**src/rtl/pcie_reset_pkg.sv**
```systemverilog
// -----------------------------------------------------------------------------
// pcie_reset_pkg
// Shared definitions for the PCIe reset sequencer:
//   - seq_state_e      : 3-bit sequencer state encoding (codes 6/7 unused)
//   - DEF_*            : default synchroniser depth and sequencing delays
//   - LOSS_CNT_W       : width of the status-loss event counter
//   - loss_cnt_inc()   : saturating increment for the loss counter
// -----------------------------------------------------------------------------
package pcie_reset_pkg;

    localparam int DEF_SYNC_STAGES   = 2;
    localparam int DEF_STABLE_CYCLES = 256;
    localparam int DEF_STAGE_DELAY   = 64;

    localparam int LOSS_CNT_W = 8;

    typedef enum logic [2:0] {
        ST_IDLE        = 3'd0,
        ST_WAIT_STABLE = 3'd1,
        ST_REL_FABRIC  = 3'd2,
        ST_REL_PCIE    = 3'd3,
        ST_REL_USER    = 3'd4,
        ST_RUN         = 3'd5
    } seq_state_e;

    // Saturating increment: the counter sticks at all-ones instead of wrapping.
    function automatic logic [LOSS_CNT_W-1:0] loss_cnt_inc(input logic [LOSS_CNT_W-1:0] val);
        logic [LOSS_CNT_W-1:0] res;
        if (val == {LOSS_CNT_W{1'b1}}) begin
            res = val;
        end else begin
            res = val + LOSS_CNT_W'(1);
        end
        return res;
    endfunction

endpackage

```
**src/rtl/pcie_reset_sequencer_sync_bit.sv**
```systemverilog
// -----------------------------------------------------------------------------
// sync_bit
// Single-bit multi-flop synchroniser for an asynchronous level input.
// Ports:
//   clk_i  in  sampling clock
//   rst_i  in  synchronous active-high reset, clears every stage to 0
//   d_i    in  asynchronous input
//   q_o    out synchronised output (last stage)
// -----------------------------------------------------------------------------
module sync_bit #(
    parameter int STAGES = 2
) (
    input  logic clk_i,
    input  logic rst_i,
    input  logic d_i,
    output logic q_o
);

    generate
        if (STAGES < 2) begin : g_bad_stages
            $error("sync_bit: STAGES must be >= 2");
        end
    endgenerate

    logic [STAGES-1:0] sync_q;

    // Shift chain: stage 0 samples the async input, the last stage feeds logic.
    always_ff @(posedge clk_i) begin
        if (rst_i) begin
            sync_q <= '0;
        end else begin
            sync_q <= {sync_q[STAGES-2:0], d_i};
        end
    end

    assign q_o = sync_q[STAGES-1];

endmodule

```
**src/rtl/pcie_reset_sequencer.sv**
```systemverilog
// -----------------------------------------------------------------------------
// pcie_reset_sequencer
// Releases fabric, PCIe-core and user resets in a fixed timed order once the
// four asynchronous device-status inputs have been stably high, and pulls all
// three resets back together whenever any status input drops.
// Ports:
//   CLK_125MHz            in   free-running reference clock
//   RESET                 in   synchronous active-high reset
//   FABRIC_POR_N          in   async, high = fabric POR released
//   DEVICE_INIT_DONE      in   async, high = device init complete
//   BANK0_1_4_CALIB_DONE  in   async, high = IO bank calibration done
//   PLL_LOCK              in   async, high = fabric PLL locked
//   FABRIC_RESET_N        out  fabric reset, active-low
//   PCIE_CORE_RESET_N     out  PCIe core reset, active-low
//   USER_RESET_N          out  user reset, active-low
//   SEQ_DONE              out  high while in RUN
//   SEQ_STATE             out  current state encoding
//   INIT_LOSS_CNT         out  saturating count of status-loss events
// -----------------------------------------------------------------------------
module pcie_reset_sequencer
    import pcie_reset_pkg::*;
#(
    parameter int SYNC_STAGES   = DEF_SYNC_STAGES,
    parameter int STABLE_CYCLES = DEF_STABLE_CYCLES,
    parameter int STAGE_DELAY   = DEF_STAGE_DELAY
) (
    input  logic                  CLK_125MHz,
    input  logic                  RESET,
    input  logic                  FABRIC_POR_N,
    input  logic                  DEVICE_INIT_DONE,
    input  logic                  BANK0_1_4_CALIB_DONE,
    input  logic                  PLL_LOCK,
    output logic                  FABRIC_RESET_N,
    output logic                  PCIE_CORE_RESET_N,
    output logic                  USER_RESET_N,
    output logic                  SEQ_DONE,
    output logic [2:0]            SEQ_STATE,
    output logic [LOSS_CNT_W-1:0] INIT_LOSS_CNT
);

    localparam int CNT_MAX = (STABLE_CYCLES > STAGE_DELAY) ? STABLE_CYCLES : STAGE_DELAY;
    localparam int CNT_W   = $clog2(CNT_MAX + 1);

    generate
        if (SYNC_STAGES < 2) begin : g_bad_sync
            $error("pcie_reset_sequencer: SYNC_STAGES must be >= 2");
        end
        if (STABLE_CYCLES < 1) begin : g_bad_stable
            $error("pcie_reset_sequencer: STABLE_CYCLES must be >= 1");
        end
        if (STAGE_DELAY < 1) begin : g_bad_delay
            $error("pcie_reset_sequencer: STAGE_DELAY must be >= 1");
        end
    endgenerate

    // ---------------------------------------------------------------- sync
    logic por_sync;
    logic init_sync;
    logic calib_sync;
    logic pll_sync;
    logic all_ok;

    sync_bit #(.STAGES(SYNC_STAGES)) u_sync_por (
        .clk_i (CLK_125MHz),
        .rst_i (RESET),
        .d_i   (FABRIC_POR_N),
        .q_o   (por_sync)
    );

    sync_bit #(.STAGES(SYNC_STAGES)) u_sync_init (
        .clk_i (CLK_125MHz),
        .rst_i (RESET),
        .d_i   (DEVICE_INIT_DONE),
        .q_o   (init_sync)
    );

    sync_bit #(.STAGES(SYNC_STAGES)) u_sync_calib (
        .clk_i (CLK_125MHz),
        .rst_i (RESET),
        .d_i   (BANK0_1_4_CALIB_DONE),
        .q_o   (calib_sync)
    );

    sync_bit #(.STAGES(SYNC_STAGES)) u_sync_pll (
        .clk_i (CLK_125MHz),
        .rst_i (RESET),
        .d_i   (PLL_LOCK),
        .q_o   (pll_sync)
    );

    assign all_ok = por_sync & init_sync & calib_sync & pll_sync;

    // ---------------------------------------------------------------- state
    seq_state_e            state_q, state_d;
    logic [CNT_W-1:0]      cnt_q, cnt_d;
    logic [LOSS_CNT_W-1:0] loss_q, loss_d;
    logic                  fab_q, fab_d;
    logic                  pcie_q, pcie_d;
    logic                  user_q, user_d;
    logic                  done_q, done_d;

    // Next-state, counter and loss-counter logic.
    always_comb begin
        state_d = state_q;
        cnt_d   = cnt_q;
        loss_d  = loss_q;

        case (state_q)
            ST_IDLE: begin
                state_d = ST_WAIT_STABLE;
                cnt_d   = '0;
            end
            ST_WAIT_STABLE: begin
                if (!all_ok) begin
                    // a drop while still qualifying is not a loss event
                    cnt_d = '0;
                end else if (cnt_q == CNT_W'(STABLE_CYCLES - 1)) begin
                    state_d = ST_REL_FABRIC;
                    cnt_d   = '0;
                end else begin
                    cnt_d = cnt_q + CNT_W'(1);
                end
            end
            ST_REL_FABRIC, ST_REL_PCIE, ST_REL_USER: begin
                if (!all_ok) begin
                    state_d = ST_WAIT_STABLE;
                    cnt_d   = '0;
                    loss_d  = loss_cnt_inc(loss_q);
                end else if (cnt_q == CNT_W'(STAGE_DELAY - 1)) begin
                    cnt_d = '0;
                    if (state_q == ST_REL_FABRIC) begin
                        state_d = ST_REL_PCIE;
                    end else if (state_q == ST_REL_PCIE) begin
                        state_d = ST_REL_USER;
                    end else begin
                        state_d = ST_RUN;
                    end
                end else begin
                    cnt_d = cnt_q + CNT_W'(1);
                end
            end
            ST_RUN: begin
                if (!all_ok) begin
                    state_d = ST_WAIT_STABLE;
                    cnt_d   = '0;
                    loss_d  = loss_cnt_inc(loss_q);
                end else begin
                    state_d = ST_RUN;
                end
            end
            default: begin
                // unused codes recover through IDLE
                state_d = ST_IDLE;
                cnt_d   = '0;
            end
        endcase
    end

    // Output decode from the next state so outputs move on the state edge.
    always_comb begin
        fab_d  = 1'b0;
        pcie_d = 1'b0;
        user_d = 1'b0;
        done_d = 1'b0;
        case (state_d)
            ST_REL_FABRIC: begin
                fab_d = 1'b1;
            end
            ST_REL_PCIE: begin
                fab_d  = 1'b1;
                pcie_d = 1'b1;
            end
            ST_REL_USER: begin
                fab_d  = 1'b1;
                pcie_d = 1'b1;
                user_d = 1'b1;
            end
            ST_RUN: begin
                fab_d  = 1'b1;
                pcie_d = 1'b1;
                user_d = 1'b1;
                done_d = 1'b1;
            end
            default: begin
                fab_d = 1'b0;
            end
        endcase
    end

    // State, counters and registered outputs; RESET overrides any loss event.
    always_ff @(posedge CLK_125MHz) begin
        if (RESET) begin
            state_q <= ST_IDLE;
            cnt_q   <= '0;
            loss_q  <= '0;
            fab_q   <= 1'b0;
            pcie_q  <= 1'b0;
            user_q  <= 1'b0;
            done_q  <= 1'b0;
        end else begin
            state_q <= state_d;
            cnt_q   <= cnt_d;
            loss_q  <= loss_d;
            fab_q   <= fab_d;
            pcie_q  <= pcie_d;
            user_q  <= user_d;
            done_q  <= done_d;
        end
    end

    assign FABRIC_RESET_N    = fab_q;
    assign PCIE_CORE_RESET_N = pcie_q;
    assign USER_RESET_N      = user_q;
    assign SEQ_DONE          = done_q;
    assign SEQ_STATE         = state_q;
    assign INIT_LOSS_CNT     = loss_q;

endmodule

```
**config.mk**
```make
export PLATFORM = sky130hd
export DESIGN_NAME = pcie_reset_sequencer
export DESIGN_NICKNAME = d
export VERILOG_FILES = /design/src/rtl/pcie_reset_pkg.sv /design/src/rtl/pcie_reset_sequencer_sync_bit.sv /design/src/rtl/pcie_reset_sequencer.sv
export SDC_FILE = /design/constraint.sdc
export NUM_CORES = 1
export LEC_CHECK = 0
export CORE_UTILIZATION = 30
export CTS_CLUSTER_DIAMETER = 80
export DETAILED_ROUTE_END_ITERATION = 10
export SYNTH_ARGS = -nofsm -noshare
export SYNTH_HDL_FRONTEND = slang
export SYNTH_SLANG_ARGS = --single-unit
export TNS_END_PERCENT = 20
```
**constraint.sdc**
```tcl
create_clock -name CLK_125MHz -period 2.2 [get_ports CLK_125MHz]
set_clock_uncertainty 0.15 [all_clocks]
set_input_delay 0.44 -clock CLK_125MHz [delete_from_list [all_inputs] [get_ports CLK_125MHz]]
set_output_delay 0.44 -clock CLK_125MHz [all_outputs]
set_load 0.1 [all_outputs]
```
==> flow_metrics.py, run 1 <==
metrics = {
    "run_status": {
        "status": "finished clean",
    },
    "routing": {
        "routed_wirelength_um": 3310,
        "drt-vias-per-instance": 5.04,
        "drc": 0,
        "first_iter_violations": 112,
        "avgRoutedWirePerCell_um": 12.0,
        "first_pass_iters": 5,
        "drtAntennaViolNets": 0,
        "vias": 1391,
    },
    "synth": {
        "netlist.area_leader.share_pct": 42.4,
        "ys.flop_type": "dfxtp_1",
        "netlist_area_mm2": 0.00151,
        "yosysWarnings": 0,
        "yosysTopAreaCell": "dfxtp_1",
        "synth_edf_count": 0,
        "synth-seq-area-share_pct": 42.4,
        "synth.ff_latch_count": 32,
        "syn_avg_cell_area_um2": 8.84,
        "synth_area_leaders": "dfxtp_1 42%, a21oi_1 5.0%, nor2b_1 4.6%",
        "syn_inst": 171,
        "yosysUniqueCellTypes": 42,
        "syn_nets": 182,
        "async_reset_ff_share_pct": 0,
    },
    "die": {
        "dieArea_mm2": 0.00533,
        "io_pins": 21,
        "core_mm2": 0.00479,
        "start_util_pct": 31.6,
        "row_count": 25,
        "die_h_um": 73.0,
        "die_w_um": 73.0,
    },
    "clocking": {
        "cts_buffers": 5,
        "cts_tree": "done",
        "cts.path.max_buffers": 2,
        "clkTransAtPathRegs_ns": 0.07,
        "cts_htree_levels": 2,
        "clock_latency_ns": 0.29,
        "clock_sinks": 32,
        "root_buffer": "clkbuf_8",
    },
    "power": {
        "ir_drop_v": 0.000337,
        "fin_total_pwr_mw": 1.19,
        "powerDensity_mw_per_mm2": 576,
        "power.leakage_nw": 0.793,
    },
    "layout": {
        "fillers": 493,
        "final_nets": 219,
        "n_antenna_cell": 0,
        "drive_above_1_share_pct": 31.6,
        "fin_area_mm2": 0.00207,
        "area_growth_pct": 36.9,
        "finish.cell_count_without_fillers": 276,
    },
    "timing": {
        "finalHoldViolations": 0,
        "fin_crit_sh_pct": 100,
        "setup_viol": 0,
        "drv_slew": 0,
        "rsz0062_at_grt": "true",
        "final.min_clock_period_ns": 2.20,
        "relSlewSlack_pct": 39.6,
        "fmaxAchievable_mhz": 455,
        "worst_pin_slew_ns": 0.902,
    },
    "grt": {
        "grtUsageMet1_pct": 16.0,
        "global_route.usage.met2_pct": 22.1,
        "antenna_found_initial": 0,
        "grt_pass1_vias": 1263,
        "grt_first_pass_wirelength_um": 5410,
        "grt_use_met3_pct": 3.73,
        "grt-busiest-layer": "met2",
        "grt_overflow": 0,
        "track_usage_pct": 13.4,
        "grt_max_degree": 16,
    },
    "critical_path": {
        "reg2reg_slack_ns": 0.0005,
        "worstSetupEndpointType": "flop",
        "crit_slowest_cell": "dfxtp_2",
        "critPathBufInv": 2,
        "setup.worst_path.class": "reg2reg",
        "cp_cell_sequence": "and4_4 > and2_4 > nand3_4 > inv_2 > ha_4 > a21oi_4 > nor3_2 > nand2_1 > ha_2 > nand2b_1 > inv_2 > a31oi_1 > a31oi_1",
        "crit_path_max_incr_delay_ns": 0.35,
        "critPathMaxFanout": 5,
        "crit_start": "cnt_q[4]",
        "r2r-start": "cnt_q[4]",
        "crit_required_ns": 2.20,
        "critPathArrivalTime_ns": 2.20,
        "cp_top_family": "simple AND/OR/NAND/NOR gates",
        "cp-start-kind": "flop",
    },
    "worst_hold_path": {
        "hold_path.class": "reg2reg",
        "min_from": "u_sync_init.sync_q[0]",
    },
    "placed_design": {
        "place_area_mm2": 0.00191,
        "gp_congestion": 0.788,
        "port_buffers": 20,
        "place_inst": 264,
        "post-dp-hpwl_um": 2330,
    },
    "run": {
        "drv_cap": 0,
    },
}
[worst reg2reg max path, stage by stage, from the launching register on]
cell      delay, ns
dfxtp_2        0.35
and4_4         0.21
and2_4         0.16
nand3_4        0.08
inv_2          0.08
ha_4           0.16
a21oi_4        0.06
nor3_2         0.20
nand2_1        0.10
ha_2           0.18
nand2b_1       0.10
inv_2          0.05
a31oi_1        0.15
a31oi_1        0.06
[placed cells by master (no fill, tap or decap), drive strengths merged, types with 2 or more instances in the layout]
cell type / netlist / routed
a31oi: 3 / 3
or4: 3 / 3
clkbuf: 4 / 6
nand3b: 2 / 2
a21oi: 16 / 16
nor2: 8 / 8
nor2b: 11 / 11
xor2: 5 / 5
nand2: 9 / 9
buf: 5 / 34
nor3: 5 / 5
dfxtp: 32 / 32
o32ai: 2 / 2
clkdlybuf4s50: 0 / 5
nand2b: 3 / 3
ha: 5 / 5
nor4: 2 / 2
nand4: 7 / 7
o31ai: 4 / 4
mux2i: 2 / 2
a32oi: 2 / 2
and2: 3 / 3
nand3: 7 / 7
a211oi: 3 / 3
or3: 3 / 3
o21ai: 4 / 4
inv: 6 / 6
and3b: 2 / 2
or2: 2 / 2
[path summary, 6_finish.rpt]
path                            to  cells after the start
max              PCIE_CORE_RESET_N                     13
min          u_sync_init.sync_q[1]                      1
max reg2reg      PCIE_CORE_RESET_N                     13
min reg2reg  u_sync_init.sync_q[1]                      1
[logic make-up (layout without fill, tap and decap cells)]
| family | after synthesis | in the layout | synth area share, % |
|---|---|---|---|
| XOR/XNOR | 5 | 5 | 2.90 |
| multiplexers | 2 | 2 | 1.32 |
| AND/OR/NAND/NOR | 72 | 72 | 27.7 |
| adder cells (fa/ha/maj) | 5 | 5 | 4.14 |
| flip-flops | 32 | 32 | 42.4 |
| AO/OA/AOI/OAI | 40 | 40 | 17.1 |
| buffers and inverters | 15 | 53 | 4.47 |
[layout make-up]
type | instances | area [um^2] | share of cell area [%]
timing repair buffer | 39 | 343 | 16.6
inverter | 6 | 22.5 | 1.09
tap | 67 | 83.8 | 4.05
clock buffer | 6 | 72.6 | 3.51
sequential | 32 | 654 | 31.6
multi-input combinational | 124 | 858 | 41.5
clock inverter | 2 | 35.0 | 1.69
[Yosys cell counts (all sizes together), types with 5 or more instances]
| cell type | count |
|---|---|
| dfxtp | 32 |
| a21oi | 16 |
| nor2b | 11 |
| nand2 | 9 |
| nor2 | 8 |
| nand3 | 7 |
| nand4 | 7 |
| inv | 6 |
| buf | 5 |
| ha | 5 |
| nor3 | 5 |
| xor2 | 5 |
[per-stage QoR]
| step | setup TNS [ns] | setup slack [ns] | hold slack [ns] | utilization [%] |
|---|---|---|---|---|
| global placement | -0.0375 | -0.0375 | 0.270 | 40.0 |
| floorplan | 0 | 0.0163 | 0.264 | - |
| detailed placement | -0.0576 | -0.0576 | 0.274 | 40.0 |
| global route | -0.449 | -0.173 | 0.309 | 43.2 |
| CTS | 0 | 0.00647 | 0.290 | 42.2 |
| finish | 0 | 0.000463 | 0.285 | 43.2 |
[registers in the layout, indices dropped and copies added, names as in the netlist]
signal	count
u_sync_por.sync_q	2
u_sync_pll.sync_q	2
USER_RESET_N	1
u_sync_init.sync_q	2
INIT_LOSS_CNT	8
u_sync_calib.sync_q	2
FABRIC_RESET_N	1
cnt_q	9
PCIE_CORE_RESET_N	1
SEQ_STATE	3
SEQ_DONE	1
[per-layer routing]
layer / share of wire, % / routed length [um]
met4: 1.5 / 51
met5: 0 / 0
met3: 4.4 / 145
met2: 47 / 1540
met1: 47 / 1570
[where the power goes]
group	switching [mW]	internal, mW
Combinational	0.0214	0.0212
Clock	0.222	0.336
Sequential	0.00500	0.587
[what timing repair did]
| item | CTS | global route |
|---|---|---|
| setup endpoints to repair | 1 | 5 |
| hold buffers | 0 | 0 |
| buffers inserted | 0 | 4 |
| resized for setup | 2 | 4 |
| pin swaps | 2 | 3 |
Power figures use the tool's default switching activity.
==> inputs of run 2 (changes only) <==
- CTS_BUF_LIST: unset -> sky130_fd_sc_hd__clkbuf_2 sky130_fd_sc_hd__clkbuf_4 sky130_fd_sc_hd__clkbuf_8
- GPL_TIMING_DRIVEN: unset -> 0
==> flow_metrics.py, run 2 (synthesis results as in run 1) <==
metrics = {
    "routing": {
        "avgRoutedWirePerCell_um": 12.1,
        "routed_wirelength_um": 3370,
        "first_iter_violations": 97,
        "drtAntennaViolNets": 0,
        "first_pass_iters": 4,
        "vias": 1359,
        "drc": 0,
        "drt-vias-per-instance": 4.89,
    },
    "timing": {
        "setup_viol": 10,
        "worst_slack_ns": -0.153,
        "timing.hold.ws_ns": 0.285,
        "setup_tns_ns": -0.966,
        "rsz0062_at_grt": "true",
        "final.min_clock_period_ns": 2.35,
        "relSlewSlack_pct": 35.9,
        "finalHoldViolations": 0,
        "drv_slew": 0,
        "fin_crit_sh_pct": 107,
        "fmaxAchievable_mhz": 425,
        "worst_pin_slew_ns": 0.965,
    },
    "run": {
        "drv_cap": 0,
    },
    "critical_path": {
        "crit_slowest_cell": "nor3_1",
        "r2r_cells": 9,
        "r2r-start": "cnt_q[3]",
        "crit_required_ns": 2.26,
        "cp-start-kind": "flop",
        "cp_cell_sequence": "and4_1 > clkbuf_8 > and2_4 > nand3_4 > inv_2 > ha_4 > nor3_1 > a211oi_1 > nor3_1",
        "critPathBufInv": 2,
        "setup.worst_path.class": "reg2reg",
        "path_depth": 9,
        "crit_path_max_incr_delay_ns": 0.59,
        "r2r-end": "cnt_q[5]",
        "critPathArrivalTime_ns": 2.41,
        "reg2reg_slack_ns": -0.15,
        "worstSetupEndpointType": "flop",
        "cp_common_cell": "nor3_1",
        "critPathMaxFanout": 6,
        "cp_top_family": "simple AND/OR/NAND/NOR gates",
    },
    "grt": {
        "grt_max_degree": 12,
        "antenna_found_initial": 0,
        "grt_overflow": 0,
        "grt_pass1_vias": 1173,
        "grt_first_pass_wirelength_um": 5460,
        "track_usage_pct": 13.3,
    },
    "die": {
        "die_h_um": 73.0,
        "io_pins": 21,
        "start_util_pct": 31.6,
        "core_mm2": 0.00479,
        "row_count": 25,
        "die_w_um": 73.0,
        "dieArea_mm2": 0.00533,
    },
    "run_status": {
        "status": "finished, violations left",
        "violations": "setup timing",
    },
    "layout": {
        "final_nets": 221,
        "fin_util_pct": 43.4,
        "n_antenna_cell": 0,
        "mostFrequentLayoutCells": "20 x dfxtp_1, 14 x a21oi_1, 14 x dlygate4sd2_1, 12 x buf_4, 11 x nor2b_1",
        "final_common_cell": "dfxtp_1",
        "area_growth_pct": 37.5,
        "fin_area_mm2": 0.00208,
        "fillers": 475,
        "largest_reg_flops": 9,
        "seq_area_um2": 661,
        "multi_input_area_um2": 877,
        "regMostFlops": "cnt_q",
        "drive_above_1_share_pct": 25.6,
    },
    "power": {
        "ir_drop_v": 0.000276,
        "powerDensity_mw_per_mm2": 572,
        "power.leakage_nw": 0.811,
    },
    "placed_design": {
        "dp_slack_ns": -0.270,
        "post-dp-hpwl_um": 2240,
        "port_buffers": 20,
        "place_area_mm2": 0.00186,
        "gp_congestion": 0.772,
    },
    "clocking": {
        "cts_buffers": 5,
        "clock_latency_ns": 0.29,
        "clkTransAtPathRegs_ns": 0.07,
        "cts.path.max_buffers": 2,
        "cts_tree": "done",
        "root_buffer": "clkbuf_8",
        "clock_sinks": 32,
        "cts_htree_levels": 2,
    },
    "worst_hold_path": {
        "min_from": "u_sync_init.sync_q[0]",
        "hold_path.class": "reg2reg",
        "hold_end": "u_sync_init.sync_q[1]",
        "holdPathStages": 1,
    },
}
-- run 2: changes by cell type in the layout (fill, tap and decap cells not counted), sizes merged --
cell         delta
dlygate4sd2    +14
clkinvlp        +1
buf            -17
clkbuf          +4
-- run 2: routing by layer --
| metal | GRT usage [%] | wire, um | vias up |
|---|---|---|---|
| li1 | - | - | 702 |
| met1 | 17.9 | 1630 | 626 |
| met2 | 20.7 | 1590 | 24 |
| met3 | 3.31 | 99 | 7 |
| met4 | 4.58 | 47 | 0 |
| met5 | 0 | 0 | - |
-- run 2: repair_timing --
action | in CTS | in global routing
buffers inserted | 0 | 12
gates resized for setup | 17 | 12
gates cloned | 0 | 0
pin swaps | 0 | 5
endpoints found under the setup margin | 26 | 14
hold buffers | 0 | 0
-- run 2: worst max path at each step --
stage | slack, ns | end | from
after CTS | -0.27 | PCIE_CORE_RESET_N | cnt_q[4]
after global routing | -0.29 | cnt_q[3] | cnt_q[3]
final | -0.15 | cnt_q[5] | cnt_q[3]
after detailed placement | -0.27 | PCIE_CORE_RESET_N | cnt_q[0]
after global placement | -0.32 | PCIE_CORE_RESET_N | cnt_q[0]
after floorplan | 0.02 | PCIE_CORE_RESET_N | cnt_q[2]
-- run 2: area by class of cell --
type,count,area share [%]
plain buffers,9,2.65
clock buffers,5,3.31
clock inverters,3,2.05
inverters,6,1.08
multi-input cells,124,42.2
flip-flops and latches,32,31.8
well taps,67,4.03
repair buffers,32,12.9
-- run 2: power by group --
group	internal, mW	switching (mW)
combinational	0.0165	0.0243
clock	0.335	0.227
sequential	0.584	0.00158
total	0.936	0.253
-- run 2: metrics by stage --
| step | cells | power, mW |
|---|---|---|
| detailed placement | 258 | 0.643 |
| global route | 278 | 1.23 |
| CTS | 266 | 1.20 |
| finish | 278 | 1.19 |
| floorplan | 171 | 0.627 |
| global placement | 258 | 0.643 |
==> inputs of run 3 (changes only) <==
- GPL_TIMING_DRIVEN: 0 -> unset
- SLEW_MARGIN: unset -> 20
==> flow_metrics.py, run 3 (synthesis results as in run 1) <==
metrics = {
    "critical_path": {
        "setup.worst_path.class": "reg2reg",
        "r2r-start": "cnt_q[4]",
        "crit_start": "cnt_q[4]",
        "critPathArrivalTime_ns": 2.20,
        "critPathMaxFanout": 5,
        "crit_required_ns": 2.20,
        "reg2reg_slack_ns": 0.005,
        "r2r-end": "PCIE_CORE_RESET_N",
        "cp-start-kind": "flop",
        "worstSetupEndpointType": "flop",
        "r2r_cells": 13,
    },
    "grt": {
        "track_usage_pct": 13.5,
        "antenna_found_initial": 0,
        "grt_first_pass_wirelength_um": 5420,
        "grt_overflow": 0,
        "grt_max_degree": 16,
        "grt_pass1_vias": 1267,
    },
    "worst_hold_path": {
        "holdPathStages": 1,
        "min_from": "u_sync_init.sync_q[0]",
        "hold_path.class": "reg2reg",
        "hold_end": "u_sync_init.sync_q[1]",
    },
    "layout": {
        "regMostFlops": "cnt_q",
        "mostFrequentLayoutCells": "31 x buf_4, 21 x dfxtp_1, 14 x a21oi_1, 11 x dfxtp_2, 11 x nor2b_1",
        "n_antenna_cell": 0,
        "final_common_cell": "buf_4",
        "drive_above_1_share_pct": 32.1,
        "finish.cell_count_without_fillers": 276,
        "area_growth_pct": 37.2,
        "final_nets": 219,
        "largest_reg_flops": 9,
    },
    "power": {
        "power_frac_seq_pct": 49.1,
        "powerDensity_mw_per_mm2": 581,
        "p_int_mw": 0.956,
        "ir_drop_v": 0.000343,
        "netSwitchingPower_mw": 0.248,
        "clkPwrFrac_pct": 47.3,
        "power.leakage_nw": 0.796,
        "switching_share_pct": 20.6,
        "combPwrFrac_pct": 3.5,
    },
    "placed_design": {
        "place_inst": 264,
        "dp_slack_ns": -0.0576,
        "post-dp-hpwl_um": 2330,
        "port_buffers": 20,
        "gp_congestion": 0.788,
    },
    "die": {
        "dieArea_mm2": 0.00533,
        "row_count": 25,
        "start_util_pct": 31.6,
        "core_mm2": 0.00479,
        "die_h_um": 73.0,
        "io_pins": 21,
        "die_w_um": 73.0,
    },
    "timing": {
        "timing.hold.ws_ns": 0.286,
        "setup_tns_ns": 0,
        "fin_crit_sh_pct": 99.8,
        "rsz0062_at_grt": "true",
        "worst_slack_ns": 0.00539,
        "fmaxAchievable_mhz": 456,
        "drv_slew": 0,
        "final.min_clock_period_ns": 2.19,
        "worst_pin_slew_ns": 0.907,
        "setup_viol": 0,
        "relSlewSlack_pct": 39.3,
        "finalHoldViolations": 0,
    },
    "routing": {
        "first_pass_iters": 4,
        "routed_wirelength_um": 3270,
        "first_iter_violations": 96,
        "vias": 1372,
        "drtAntennaViolNets": 0,
        "drc": 0,
        "drt-vias-per-instance": 4.97,
        "avgRoutedWirePerCell_um": 11.9,
    },
    "run": {
        "drv_cap": 0,
    },
    "clocking": {
        "clock_latency_ns": 0.28,
        "clock_sinks": 32,
        "root_buffer": "clkbuf_8",
        "postCtsHoldBufs": 0,
        "cts.path.max_buffers": 2,
        "cts_buffers": 5,
        "cts_htree_levels": 2,
        "cts_tree": "done",
        "clkTransAtPathRegs_ns": 0.07,
    },
    "run_status": {
        "status": "finished clean",
    },
}
## run 3: critical path, stage by stage, from the launching register on
cell and delay, ns:
dfxtp_2 0.35, and4_4 0.21, and2_4 0.16, nand3_4 0.08, inv_2 0.08, ha_4 0.16
a21oi_4 0.06, nor3_2 0.20, nand2_1 0.10, ha_2 0.18, nand2b_1 0.10, inv_2 0.04
a31oi_1 0.14, a31oi_1 0.06
## run 3: worst max-delay path by stage
stage / slack (ns) / end / cells past startpoint
after global placement: -0.04 / PCIE_CORE_RESET_N / 13
after detailed placement: -0.06 / PCIE_CORE_RESET_N / 13
final: 0.005 / PCIE_CORE_RESET_N / 13
after floorplan: 0.02 / PCIE_CORE_RESET_N / 14
after global routing: -0.17 / PCIE_CORE_RESET_N / 13
after CTS: 0.006 / PCIE_CORE_RESET_N / 13
## run 3: layout make-up
cell class                 instances  area, um^2
timing repair buffer              39         343
clock buffer                       6        76.3
multi-input combinational        124         858
clock inverter                     2        35.0
inverter                           6        22.5
sequential                        32         654
fill                             494        2710
tap                               67        83.8
## run 3: repair_timing
item / CTS / global route
buffers inserted: 0 / 4
resized for setup: 2 / 4
setup endpoints to repair: 1 / 5
pin swaps: 2 / 3
## run 3: per-stage QoR
step	instance area (um^2)	total power [mW]	utilization (%)
CTS	2030	1.22	42.3
floorplan	1570	0.627	-
global placement	1910	0.648	40.0
finish	2070	1.20	43.3
detailed placement	1910	0.648	40.0
global route	2070	1.25	43.3
## run 3: power by group through the flow
stage / logic, mW / registers (mW) / clock network, mW
floorplan: 0.0184 / 0.609 / 0
global placement: 0.0428 / 0.605 / 0
detailed placement: 0.0428 / 0.605 / 0
CTS: 0.0430 / 0.591 / 0.589
global route: 0.0464 / 0.592 / 0.611
finish: 0.0426 / 0.592 / 0.570
## run 3: layer usage
layer | part of all wire, % | GRT usage [%] | up-vias
met1 | 48 | 16.0 | 644
met4 | 1.6 | 6.75 | 0
li1 | - | - | 701
met3 | 3.4 | 3.73 | 6
met5 | 0 | 0 | -
met2 | 47 | 22.2 | 21
